### src/rtl/pipe_pkg.sv
// Shared widths, control-bit positions and the default-width entry layout for
// the inter-stage pipeline buffer.
package pipe_pkg;

   localparam int DATA_W_DEF    = 16;
   localparam int NUM_WORDS_DEF = 3;
   localparam int ADDR_W_DEF    = 4;
   localparam int CTRL_W_DEF    = 5;

   // Bit positions inside the control vector (EX/MEM assignment).
   localparam int CTRL_MUXWB  = 0;
   localparam int CTRL_MEMRD  = 1;
   localparam int CTRL_MEMWR  = 2;
   localparam int CTRL_REGWR  = 3;
   localparam int CTRL_REGWR0 = 4;

   typedef struct packed {
      logic [NUM_WORDS_DEF*DATA_W_DEF-1:0] data;
      logic [ADDR_W_DEF-1:0]               waddr;
      logic [ADDR_W_DEF-1:0]               raddr;
      logic [CTRL_W_DEF-1:0]               ctrl;
   } pipe_entry_t;

   localparam int ENTRY_W_DEF = $bits(pipe_entry_t);

endpackage

### src/rtl/pipe_stage_buf_if.sv
// Upstream and downstream ports of one pipeline stage buffer, bundled so the
// producing and consuming stages see a single connection point.
interface pipe_stage_buf_if #(
   parameter int DATA_W    = pipe_pkg::DATA_W_DEF,
   parameter int NUM_WORDS = pipe_pkg::NUM_WORDS_DEF,
   parameter int ADDR_W    = pipe_pkg::ADDR_W_DEF,
   parameter int CTRL_W    = pipe_pkg::CTRL_W_DEF
);

   // Handshake: a transfer happens on a rising edge where valid & ready are both 1;
   // valid never waits on ready, and payload is only meaningful while valid=1.
   logic                        flush;
   logic                        in_valid;
   logic                        in_ready;
   logic [NUM_WORDS*DATA_W-1:0] in_data;
   logic [ADDR_W-1:0]           in_waddr;
   logic [ADDR_W-1:0]           in_raddr;
   logic [CTRL_W-1:0]           in_ctrl;
   logic                        out_valid;
   logic                        out_ready;
   logic [NUM_WORDS*DATA_W-1:0] out_data;
   logic [ADDR_W-1:0]           out_waddr;
   logic [ADDR_W-1:0]           out_raddr;
   logic [CTRL_W-1:0]           out_ctrl;
   logic [1:0]                  out_count;

   modport master (
      output flush, in_valid, in_data, in_waddr, in_raddr, in_ctrl, out_ready,
      input  in_ready, out_valid, out_data, out_waddr, out_raddr, out_ctrl, out_count
   );

   modport slave (
      input  flush, in_valid, in_data, in_waddr, in_raddr, in_ctrl, out_ready,
      output in_ready, out_valid, out_data, out_waddr, out_raddr, out_ctrl, out_count
   );

endinterface

### src/rtl/pipe_entry_reg.sv
// One payload register of the stage buffer: synchronous clear wins over load,
// otherwise the value is held.
module pipe_entry_reg #(
   parameter int W = 8
) (
   input  logic         clock,
   input  logic         clear,
   input  logic         load,
   input  logic [W-1:0] d,
   output logic [W-1:0] q
);

   always_ff @(posedge clock) begin
      if (clear)
         q <= '0;
      else if (load)
         q <= d;
   end

endmodule

### src/rtl/pipe_stage_buf.sv
// Generic inter-stage pipeline buffer with valid/ready stall, flush and bubble
// control masking. Define PIPE_STAGE_BUF_SKID_EN for the two-entry skid variant.
module pipe_stage_buf #(
   parameter int DATA_W    = pipe_pkg::DATA_W_DEF,
   parameter int NUM_WORDS = pipe_pkg::NUM_WORDS_DEF,
   parameter int ADDR_W    = pipe_pkg::ADDR_W_DEF,
   parameter int CTRL_W    = pipe_pkg::CTRL_W_DEF
) (
   input logic             clock,
   input logic             reset,
   pipe_stage_buf_if.slave bus
);

   typedef struct packed {
      logic [NUM_WORDS*DATA_W-1:0] data;
      logic [ADDR_W-1:0]           waddr;
      logic [ADDR_W-1:0]           raddr;
      logic [CTRL_W-1:0]           ctrl;
   } entry_t;

   localparam int ENT_W = $bits(entry_t);

   entry_t in_entry;
   entry_t head_d;
   entry_t head_q;
   logic   head_valid;
   logic   head_load;
   logic   do_accept;
   logic   do_release;
   logic   clear;

   assign clear      = ~reset;
   assign in_entry   = {bus.in_data, bus.in_waddr, bus.in_raddr, bus.in_ctrl};
   assign do_accept  = bus.in_valid & bus.in_ready;
   assign do_release = head_valid & bus.out_ready;

   pipe_entry_reg #(.W(ENT_W)) u_head (
      .clock (clock),
      .clear (clear),
      .load  (head_load),
      .d     (head_d),
      .q     (head_q)
   );

`ifdef PIPE_STAGE_BUF_SKID_EN
   entry_t skid_q;
   logic   skid_valid;
   logic   skid_load;

   // in_ready comes straight from a flop, breaking the out_ready->in_ready path.
   assign bus.in_ready = ~skid_valid;
   assign head_d       = skid_valid ? skid_q : in_entry;
   assign head_load    = ~bus.flush & ((do_release & skid_valid) |
                                       (do_accept & (~head_valid | do_release)));
   assign skid_load    = ~bus.flush & do_accept & head_valid & ~do_release;

   pipe_entry_reg #(.W(ENT_W)) u_skid (
      .clock (clock),
      .clear (clear),
      .load  (skid_load),
      .d     (in_entry),
      .q     (skid_q)
   );

   always_ff @(posedge clock) begin
      if (!reset) begin
         head_valid <= 1'b0;
         skid_valid <= 1'b0;
      end else if (bus.flush) begin
         head_valid <= 1'b0;
         skid_valid <= 1'b0;
      end else begin
         head_valid <= do_accept | skid_valid | (head_valid & ~do_release);
         skid_valid <= (skid_valid & ~do_release) | (do_accept & head_valid & ~do_release);
      end
   end

   assign bus.out_count = {head_valid & skid_valid, head_valid ^ skid_valid};
`else
   assign bus.in_ready = ~head_valid | bus.out_ready;
   assign head_d       = in_entry;
   assign head_load    = do_accept & ~bus.flush;

   always_ff @(posedge clock) begin
      if (!reset)
         head_valid <= 1'b0;
      else if (bus.flush)
         head_valid <= 1'b0;
      else if (do_accept)
         head_valid <= 1'b1;
      else if (do_release)
         head_valid <= 1'b0;
   end

   assign bus.out_count = {1'b0, head_valid};
`endif

   // A bubble must never write registers or memory downstream.
   assign bus.out_valid = head_valid;
   assign bus.out_data  = head_q.data;
   assign bus.out_waddr = head_q.waddr;
   assign bus.out_raddr = head_q.raddr;
   assign bus.out_ctrl  = head_q.ctrl & {CTRL_W{head_valid}};

endmodule
### src/flat_wrapper.sv
// flat-port wrapper written by rule: the top's interface ports become plain ports
module pipe_stage_buf_flat 
#(
   parameter int DATA_W    = pipe_pkg::DATA_W_DEF,
   parameter int NUM_WORDS = pipe_pkg::NUM_WORDS_DEF,
   parameter int ADDR_W    = pipe_pkg::ADDR_W_DEF,
   parameter int CTRL_W    = pipe_pkg::CTRL_W_DEF
)
  (clock, reset, bus_flush, bus_in_valid, bus_in_data, bus_in_waddr, bus_in_raddr, bus_in_ctrl, bus_out_ready, bus_in_ready, bus_out_valid, bus_out_data, bus_out_waddr, bus_out_raddr, bus_out_ctrl, bus_out_count);
  pipe_stage_buf_if #(.DATA_W(DATA_W), .NUM_WORDS(NUM_WORDS), .ADDR_W(ADDR_W), .CTRL_W(CTRL_W)) bus_i ();
  input logic clock;
  input logic reset;
  input wire logic [$bits(bus_i.flush)-1:0] bus_flush;
  input wire logic [$bits(bus_i.in_valid)-1:0] bus_in_valid;
  input wire logic [$bits(bus_i.in_data)-1:0] bus_in_data;
  input wire logic [$bits(bus_i.in_waddr)-1:0] bus_in_waddr;
  input wire logic [$bits(bus_i.in_raddr)-1:0] bus_in_raddr;
  input wire logic [$bits(bus_i.in_ctrl)-1:0] bus_in_ctrl;
  input wire logic [$bits(bus_i.out_ready)-1:0] bus_out_ready;
  output wire logic [$bits(bus_i.in_ready)-1:0] bus_in_ready;
  output wire logic [$bits(bus_i.out_valid)-1:0] bus_out_valid;
  output wire logic [$bits(bus_i.out_data)-1:0] bus_out_data;
  output wire logic [$bits(bus_i.out_waddr)-1:0] bus_out_waddr;
  output wire logic [$bits(bus_i.out_raddr)-1:0] bus_out_raddr;
  output wire logic [$bits(bus_i.out_ctrl)-1:0] bus_out_ctrl;
  output wire logic [$bits(bus_i.out_count)-1:0] bus_out_count;
  assign bus_i.flush = bus_flush;
  assign bus_i.in_valid = bus_in_valid;
  assign bus_i.in_data = bus_in_data;
  assign bus_i.in_waddr = bus_in_waddr;
  assign bus_i.in_raddr = bus_in_raddr;
  assign bus_i.in_ctrl = bus_in_ctrl;
  assign bus_i.out_ready = bus_out_ready;
  assign bus_in_ready = bus_i.in_ready;
  assign bus_out_valid = bus_i.out_valid;
  assign bus_out_data = bus_i.out_data;
  assign bus_out_waddr = bus_i.out_waddr;
  assign bus_out_raddr = bus_i.out_raddr;
  assign bus_out_ctrl = bus_i.out_ctrl;
  assign bus_out_count = bus_i.out_count;
  pipe_stage_buf #(.DATA_W(DATA_W), .NUM_WORDS(NUM_WORDS), .ADDR_W(ADDR_W), .CTRL_W(CTRL_W)) u_core (.clock(clock), .reset(reset), .bus(bus_i));
endmodule
### config.mk
export PLATFORM = sky130hd
export DESIGN_NAME = pipe_stage_buf_flat
export DESIGN_NICKNAME = d
export VERILOG_FILES = /design/src/rtl/pipe_pkg.sv /design/src/rtl/pipe_stage_buf_if.sv /design/src/rtl/pipe_entry_reg.sv /design/src/rtl/pipe_stage_buf.sv /design/src/flat_wrapper.sv
export SDC_FILE = /design/constraint.sdc
export NUM_CORES = 1
export LEC_CHECK = 0
export ABC_AREA = 0
export CAP_MARGIN = 20
export CORE_ASPECT_RATIO = 1.5
export CORE_MARGIN = 4
export CORE_UTILIZATION = 30
export CTS_CLUSTER_SIZE = 12
export DETAILED_ROUTE_END_ITERATION = 6
export GPL_TIMING_DRIVEN = 0
export PLACE_DENSITY = 0.62
export SYNTH_ARGS = -nofsm -noshare
export SYNTH_HDL_FRONTEND = slang
export SYNTH_SLANG_ARGS = --single-unit
### constraint.sdc
create_clock -name clock -period 1.25 [get_ports clock]
set_input_delay 0.25 -clock clock [delete_from_list [all_inputs] [get_ports clock]]
set_output_delay 0.25 -clock clock [all_outputs]
set_load 0.01 [all_outputs]
Word-level counts from Yosys, hierarchy flattened --
Index checks and enable logic that the tools add are counted.
Storage, ports and cells: flip-flop bits (word level) 62, input bits 66, output and inout bits 65, word-level logic and storage cells 14
Cells by class: multiplexer cells 2, bitwise gates (word level) 8, reduce and logical (&&, ||, !) cells 2
Operators by type and width (number):
- 5-bit AND | 1
- 1-bit AND | 3
- 1-bit inverter | 3
- 1-bit 2-to-1 mux | 2
- 2-bit nonzero test | 1
- 2-bit OR reduction | 1
- 1-bit bitwise OR | 1

Longest topological paths before layout --
Gate-level depths: netlist (run 1).
depth in word-level cells 4, mapped depth 5

Modules after synthesis --
From an unflattened synthesis (run 1), not the netlist that was laid out.
Unflattened totals: cell total of the unflattened synthesis 211, area total of the unflattened synthesis 2308.5 µm²
Modules (own cells, without submodules):
- pipe_entry_reg | times used 1, cells each 197, area each 2195.9 µm², seq. area each 1221.2 µm²
- pipe_stage_buf | times used 1, cells each 14, area each 112.6 µm², seq. area each 20.0 µm²

Worst setup path before layout (run 1) --
No wires, ideal clock.
kind register to register, from reg u_core.head_valid (netlist: u_core.bus.out_valid), to reg u_core.u_head.q[0], data arrival time 1.161 ns, required time 1.178 ns, slack 0.017 ns, stages on the path, launching flop included 6, cells stage by stage dfxtp_1 > nor2b_4 > nor3b_2 > buf_6 > buf_12 > mux2i_1
Between the ends: word-level cells in the longest chain between the ends 4
Ends and longest elaborated chain:
- from (decl) | line pipe_stage_buf.sv:26 | logic head_valid;
- from (signal assigned) | line pipe_stage_buf.sv:86 | head_valid <= 1'b0;
- from (signal assigned) | line pipe_stage_buf.sv:88 | head_valid <= 1'b0;
- from (signal assigned) | line pipe_stage_buf.sv:90 | head_valid <= 1'b1;
- 1-bit inverter | line pipe_stage_buf.sv:80 | assign bus.in_ready = ~head_valid | bus.out_ready;
- 1-bit bitwise OR | line pipe_stage_buf.sv:80
- 1-bit AND | line pipe_stage_buf.sv:34 | assign do_accept = bus.in_valid & bus.in_ready;
- 1-bit AND | line pipe_stage_buf.sv:82 | assign head_load = do_accept & ~bus.flush;
- to (signal assigned) | line pipe_entry_reg.sv:15 | q <= '0;
- to (signal assigned) | line pipe_entry_reg.sv:17 | q <= d;
- to (decl) | line pipe_entry_reg.sv:10 | output logic [W-1:0] q
Every way passes these cells. A chain may end at the register's enable or synchronous reset.

Worst setup path in the final report (run 1) --
from reg u_core.head_valid (netlist: u_core.bus.out_valid), to reg u_core.u_head.q[42]
Same word-level chain as after synthesis.

==> results of run 1 <==
repair_timing:
| action | in CTS | in global routing |
|---|---|---|
| gates cloned | 0 | 8 |
| resized for setup | 170 | 70 |
| pin swaps | 0 | 1 |
| endpoints found under the hold margin | 0 | 0 |
| setup buffers | 0 | 3 |
| setup endpoints to repair | 125 | 113 |
logic make-up (layout without fill, tap and decap cells):
family	after synthesis	count (layout)	synth area share
and+or+nand+nor	131	131	0.177
buffers and inverters	80	235	0.209
DFF	62	62	0.411
muxes	61	61	0.202
other	1	1	0.00124
power by group:
part	switching (W)	total (W)	leakage, nW	internal, W
logic	0.000357	0.000943	1.52	0.000586
registers	0.0000510	0.00214	0.515	0.00209
clock network	0.000824	0.00262	0.157	0.00179
total	0.00123	0.00570	2.19	0.00446
registers in the layout, summed over array words and instances (netlist names):
| name | count |
|---|---|
| u_core.bus.out_valid | 1 |
| u_core.u_head.q | 61 |
worst min-delay path by stage:
stage,end,cells after the start,slack (ns),from
floorplan,u_core.bus.out_valid,1,0.33,bus_flush
global placement,u_core.u_head.q[2],2,0.44,u_core.u_head.q[2]
detailed placement,u_core.u_head.q[17],2,0.45,u_core.u_head.q[17]
CTS,u_core.bus.out_valid,3,0.43,reset
global route,u_core.bus.out_valid,4,0.32,bus_out_ready
finish,u_core.bus.out_valid,4,0.30,bus_out_ready
layout make-up:
cell class / count / area [µm²]
fillers: 939 / 4940
repair buffers: 139 / 1290
flip-flops and latches: 62 / 1260
multi-input cells: 193 / 1160
plain buffers: 79 / 634
clock buffers: 12 / 246
well taps: 115 / 144
clock inverters: 4 / 70.1
inverters: 1 / 3.75
synth_stat cells, drive strengths merged:
library cell,count
nand2,122
buf,68
dfxtp,62
mux2i,61
clkbuf,11
and2,5
nor3b,2
conb,1
inv,1
nor2,1
nor2b,1
worst register-to-register path, cell delays in order, from the launching register on:
cell                        delay (ns)
sky130_fd_sc_hd__dfxtp_4          0.33
sky130_fd_sc_hd__nor2b_4          0.13
sky130_fd_sc_hd__nor3b_4          0.20
sky130_fd_sc_hd__buf_6            0.15
sky130_fd_sc_hd__clkbuf_16        0.16
sky130_fd_sc_hd__clkbuf_16        0.15
sky130_fd_sc_hd__mux2i_1          0.18
stage by stage:
stage,power [W],cell area [µm²],cells,utilization,hold slack [ns]
6_report,0.00570,4810,605,0.493,0.297
4_1_cts,0.00576,4780,594,0.490,0.429
3_3_place_gp,0.00311,4440,578,0.456,0.439
2_1_floorplan,0.00265,3020,335,-,0.326
3_5_place_dp,0.00312,4440,578,0.456,0.450
5_1_grt,0.00598,4810,605,0.493,0.321
per-layer routing:
layer  track usage  up-vias  part of all wire
li1              -     1303                 -
met5             0        -                 0
met1         0.143     1171              0.39
met3        0.0395        6             0.061
met4        0.0460        0            0.0095
met2         0.234       77              0.54
==> flow_summary.rst, run 1 <==
.. list-table::
   :header-rows: 1

   * - Metric
     - Value
   * - Cells traversed along the worst timing path
     - nor2b_4, nor3b_4, buf_6, clkbuf_16, clkbuf_16, mux2i_1
   * - HP Class
     - in -> reg
   * - PwrDens
     - approximately 1200 nW/µm²
   * - Beginning of the critical path
     - u_core.bus.out_valid
   * - Number of distinct library cells after synthesis
     - 15
   * - Clock slew at reported path FFs
     - roughly 0.050 ns
   * - Launching point of the worst reg2reg path
     - u_core.bus.out_valid
   * - Signal arrival time at the worst endpoint
     - 1.62 ns
   * - Die boundary width
     - ~90 µm
   * - Worst path slowest cell
     - sky130_fd_sc_hd__dfxtp_4
   * - Critical path startpoint category
     - flop
   * - GRT Residual Overflow
     - 0
   * - Endpoint of the worst-slack reg-to-reg timing path
     - u_core.u_head.q[42]
   * - CTS buffer count
     - 9
   * - #FFs+latches synth
     - 62
   * - Final cycle utilization of the critical path
     - 1.10
   * - Critical Path Fanout Max
     - 5
   * - Capturing element of the worst setup path
     - u_core.u_head.q[42]
   * - Mapped cell area
     - between 3000 and 4000 µm²
   * - CTS tree
     - yes
   * - Antenna violations before repair
     - 0
   * - Largest incremental delay on the critical path
     - between 0.3 and 0.4 ns
   * - Cell taking the most area after synthesis
     - sky130_fd_sc_hd__dfxtp_1
   * - Highest ir drop seen on vdd
     - about 610 µV
   * - Max cap viols
     - 0
   * - Die Y
     - 131 µm
   * - Final routed wirelength across all metal layers
     - around 8000 µm
   * - Leading cell types in the layout, fill and taps excluded
     - sky130_fd_sc_hd__nand2_1, sky130_fd_sc_hd__clkdlybuf4s50_1, sky130_fd_sc_hd__buf_4
   * - Accumulated negative setup slack
     - -6.01 ns
   * - Fmax
     - roughly 0.73 GHz
   * - Static leakage
     - 2.19 nW
   * - PortBufs
     - 128
   * - Count of mapped cells out of synthesis
     - between 300 and 400
   * - Syn. warnings
     - 0
   * - Fin crit period
     - ~1.4 ns
   * - Levels on crit path
     - 6
   * - Required time at the endpoint of the critical path
     - 1.49 ns
   * - Effective utilization at floorplan
     - 0.310
   * - Run status
     - finished, violations left
   * - Violated checks
     - negative setup slack
   * - Register-to-Register Setup Slack
     - -0.12 ns
   * - Count of routing violations after the opening detailed-route iteration
     - 76
   * - Most area-consuming cells after synthesis
     - sky130_fd_sc_hd__dfxtp_1, sky130_fd_sc_hd__mux2i_1, sky130_fd_sc_hd__nand2_1
   * - HPWL after detailed placement
     - roughly 5700 µm
   * - First-pass GRT wire length
     - between 10,000 and 15,000 µm
   * - Register area share after synthesis
     - 0.411
   * - Via count of the first global-routing pass
     - ~2,600
   * - Count of nets after finishing
     - approximately 550
   * - Fraction of final layout cells with drive strength greater than 1
     - 0.361
   * - Syn_area_per_cell
     - about 9.0 µm²
   * - Number of nets still failing antenna checks after routing
     - 0
   * - Total number of vias
     - 2,557
   * - Area of the core
     - 9740 µm²
   * - Maximum number of pins on one net before global-route repair
     - 11
   * - CTS root buf
     - sky130_fd_sc_hd__clkbuf_16
   * - RePlAce Congestion
     - slightly below 0.7
   * - Area growth from synthesis to layout
     - 59.3%
   * - Clock skew
     - 0.00390 ns
   * - Global-route total usage across every layer
     - 0.129
   * - Vias per std cell
     - approximately 4.2
   * - Clock latency at the later pin of the worst-skew pair
     - between 0.3 and 0.4 ns
   * - Worst-case setup margin in the final layout
     - -0.122 ns
   * - Count of pins over their slew limit
     - 0
   * - Total I/O pin count
     - 131
   * - Most frequent CP cell
     - sky130_fd_sc_hd__clkbuf_16
   * - Number of diodes
     - 0
   * - Commonest non-fill, non-tap cell in the layout
     - sky130_fd_sc_hd__nand2_1
   * - Avg WL per Cell
     - 13.2 µm
   * - Depth of the most critical reg-to-reg path
     - 6
   * - Clock Sink Count
     - 62
   * - Number of rows in the core area
     - 44
   * - Hold-fix buffers at CTS
     - 0
   * - Worst setup path class
     - reg -> reg
   * - Area share of the largest cell type after synthesis
     - 0.411
   * - Number of remaining DRC errors
     - 0
   * - H-tree lvl count
     - 3
   * - Unrepaired setup endpoints after global routing
     - yes
   * - Setup-failing EPs final
     - 68
   * - Largest delay share family, worst path
     - buffers and inverters
   * - Die Footprint
     - ~12,000 µm²
   * - Longest Clk Path Bufs
     - 2
   * - Buffers & Inverters on Critical Path
     - 3
   * - Final-report hold violation count
     - 0
   * - CP endpoint kind
     - flop
   * - First-pass detailed-route iteration total
     - 4
   * - Post-synth net total
     - approximately 400
   * - Pre-CTS setup slack
     - -0.425 ns
Note: power is estimated with default switching activity, not from simulation.
==> run 2, diff against run 1 <==
--- a/config.mk
+++ b/config.mk
@@ -13,7 +13,6 @@
 export CTS_CLUSTER_SIZE = 12
 export DETAILED_ROUTE_END_ITERATION = 6
 export GPL_TIMING_DRIVEN = 0
-export PLACE_DENSITY = 0.62
 export SYNTH_ARGS = -nofsm -noshare
 export SYNTH_HDL_FRONTEND = slang
 export SYNTH_SLANG_ARGS = --single-unit
==> flow_summary.rst, run 2 (same netlist as run 1, synthesis figures left out) <==
.. list-table::
   :header-rows: 1

   * - Metric
     - Value
   * - Antenna violations before repair
     - 0
   * - Launching point of the worst reg2reg path
     - u_core.bus.out_valid
   * - Number of nets still failing antenna checks after routing
     - 0
   * - Fin crit period
     - around 1.4 ns
   * - Number of remaining DRC errors
     - 0
   * - First-pass GRT wire length
     - 12,200 µm
   * - Grt met2 use
     - 0.223
   * - CP endpoint kind
     - flop
   * - Number of rows in the core area
     - 44
   * - Critical Path Fanout Max
     - 5
   * - Beginning of the critical path
     - bus_out_ready
   * - PortBufs
     - ~130
   * - Total number of vias
     - around 2,500
   * - Filler Cells Inserted
     - slightly below 1,000
   * - Register name with the most flops
     - u_core.u_head.q
   * - Count of pins over their slew limit
     - 0
   * - Count of routing violations after the opening detailed-route iteration
     - between 40 and 50
   * - Max cap viols
     - 0
   * - Clock skew
     - 0.00493 ns
   * - Beginning of the worst hold path
     - reset
   * - Violated checks
     - negative setup slack
   * - Clock Sink Count
     - a little over 60
   * - Worst-case setup margin in the final layout
     - -0.117 ns
   * - Global-route total usage across every layer
     - 0.129
   * - Final routed wirelength across all metal layers
     - 7890 µm
   * - Pre-CTS setup slack
     - -0.395 ns
   * - Required time at the endpoint of the critical path
     - around 1.5 ns
   * - Share of total power in combinational logic
     - 0.176
   * - Total I/O pin count
     - approximately 130
   * - Hold depth
     - 4
   * - H-tree lvl count
     - 3
   * - CTS buffer count
     - 9
   * - Switching share of power
     - 0.231
   * - Avg WL per Cell
     - between 10 and 15 µm
   * - Static leakage
     - 2.18 nW
   * - Vias per std cell
     - 4.18
   * - Run status
     - finished, violations left
   * - Internal portion of total power
     - 0.00417 W
   * - PwrDens
     - about 1100 nW/µm²
   * - Clock slew at reported path FFs
     - 0.05 ns
   * - Count of nets after finishing
     - roughly 550
   * - Clock latency at the later pin of the worst-skew pair
     - 0.32 ns
   * - Power dissipated by switching net loads
     - about 0.0013 W
   * - Endpoint of the worst-slack reg-to-reg timing path
     - u_core.u_head.q[40]
   * - Longest Clk Path Bufs
     - 2
   * - RePlAce Congestion
     - slightly below 0.7
   * - Number of diodes
     - 0
   * - Fmax
     - between 0.7 and 0.8 GHz
   * - HPWL after detailed placement
     - about 5700 µm
   * - Maximum number of pins on one net before global-route repair
     - 11
   * - Effective utilization at floorplan
     - 0.310
   * - Area of the core
     - ~10000 µm²
   * - Register-to-Register Setup Slack
     - -0.11 ns
   * - First-pass detailed-route iteration total
     - 4
   * - Final worst hold slack
     - about 0.42 ns
   * - Clk network pwr share
     - 0.430
   * - GRT Residual Overflow
     - 0
   * - Worst setup path class
     - in -> reg
   * - Signal arrival time at the worst endpoint
     - 1.61 ns
   * - Die boundary width
     - ~90 µm
   * - Flop pwr share
     - 0.395
   * - Leading cell types in the layout, fill and taps excluded
     - sky130_fd_sc_hd__nand2_1, sky130_fd_sc_hd__clkdlybuf4s50_1, sky130_fd_sc_hd__buf_4, sky130_fd_sc_hd__mux2i_1, sky130_fd_sc_hd__dfxtp_1
   * - Area growth from synthesis to layout
     - 60.1%
   * - HP Class
     - in -> reg
   * - Commonest non-fill, non-tap cell in the layout
     - sky130_fd_sc_hd__nand2_1
   * - Hold-fix buffers at CTS
     - 0
   * - Setup-failing EPs final
     - 68
   * - Via count of the first global-routing pass
     - between 2,000 and 3,000
   * - Most congested layer reported by global routing
     - met2
   * - Capturing element of the worst setup path
     - u_core.u_head.q[40]
   * - Critical path startpoint category
     - primary input
   * - Global-route track usage on met3
     - 0.0361
   * - Final cycle utilization of the critical path
     - 1.09
   * - Die Y
     - around 130 µm
   * - Met1 track demand over resource
     - 0.145
   * - Depth of the most critical reg-to-reg path
     - 6
   * - Number of flip-flops in the largest register
     - between 60 and 70
   * - Fraction of final layout cells with drive strength greater than 1
     - 0.380
   * - Die Footprint
     - ~12,000 µm²
   * - Unrepaired setup endpoints after global routing
     - yes
   * - Highest ir drop seen on vdd
     - 621 µV
   * - CTS tree
     - yes
   * - Final-report hold violation count
     - 0
   * - CTS root buf
     - sky130_fd_sc_hd__clkbuf_16
==> run 2: changes by cell type in the layout (fill, tap and decap cells not counted), moves of 2 or more <==
cell / previous run / this run
sky130_fd_sc_hd__buf_2: 17 / 15
sky130_fd_sc_hd__clkinv_2: 2 / 4
sky130_fd_sc_hd__and2_2: 5 / 0
sky130_fd_sc_hd__bufinv_16: 2 / 0
sky130_fd_sc_hd__clkbuf_8: 1 / 3
sky130_fd_sc_hd__clkdlybuf4s15_1: 5 / 3
sky130_fd_sc_hd__dfxtp_1: 45 / 40
sky130_fd_sc_hd__clkbuf_1: 13 / 11
sky130_fd_sc_hd__dfxtp_2: 16 / 21
sky130_fd_sc_hd__clkdlybuf4s15_2: 8 / 13
sky130_fd_sc_hd__and2_4: 0 / 5
==> run 2: per-layer routing <==
| layer | vias to the layer above | routed length (µm) |
|---|---|---|
| li1 | 1303 | - |
| met1 | 1130 | 3210 |
| met2 | 81 | 3960 |
| met3 | 15 | 500 |
| met4 | 0 | 215 |
| met5 | - | 0 |
==> run 2: power groups by stage <==
stage / clock, W / sequential (W) / combinational [W]
floorplan: 0 / 0.00216 / 0.000483
global placement: 0 / 0.00217 / 0.000936
detailed placement: 0 / 0.00218 / 0.000941
CTS: 0.00243 / 0.00214 / 0.000909
global route: 0.00251 / 0.00215 / 0.00103
finish: 0.00233 / 0.00214 / 0.000953
==> run 2: what timing repair did <==
item | in CTS | in global routing
buffers inserted | 1 | 2
gates cloned | 0 | 8
pin swaps | 0 | 1
setup endpoints to repair | 124 | 121
gates resized for setup | 174 | 79
==> run 2: final cells by class <==
type / instances / area (µm²) / area share
Inverter: 1 / 3.75 / 0.000777
Clock inverter: 4 / 20.0 / 0.00414
Buffer: 79 / 634 / 0.131
Sequential cell: 62 / 1270 / 0.263
Multi-Input combinational cell: 193 / 1170 / 0.243
Timing Repair Buffer: 139 / 1320 / 0.273
Clock buffer: 12 / 267 / 0.0552
Tap cell: 115 / 144 / 0.0298
==> run 2: through the flow <==
step           total power (W)  area [µm²]  instances  setup TNS (ns)   util
2_1_floorplan          0.00265        3020        335               0      -
4_1_cts                0.00548        4760        595           -4.34  0.489
3_3_place_gp           0.00311        4440        578          -23.43  0.456
3_5_place_dp           0.00312        4440        578          -24.14  0.456
6_report               0.00543        4830        605           -5.78  0.496
5_1_grt                0.00570        4830        605           -9.45  0.496
==> run 2: worst max-delay path, cell delays in order <==
cell	delay (ns)
sky130_fd_sc_hd__clkdlybuf4s50_1	0.50
sky130_fd_sc_hd__nor2b_4	0.06
sky130_fd_sc_hd__nor3b_4	0.19
sky130_fd_sc_hd__buf_6	0.15
sky130_fd_sc_hd__buf_12	0.14
sky130_fd_sc_hd__clkbuf_16	0.15
sky130_fd_sc_hd__mux2i_1	0.17
==> run 2: how the worst min path moves through the flow <==
| stage | slack [ns] | endpoint |
|---|---|---|
| after floorplan | 0.33 | u_core.bus.out_valid |
| after global placement | 0.44 | u_core.u_head.q[3] |
| after detailed placement | 0.45 | u_core.u_head.q[60] |
| after CTS | 0.42 | u_core.u_head.q[60] |
| after global routing | 0.44 | u_core.bus.out_valid |
| final | 0.42 | u_core.u_head.q[60] |
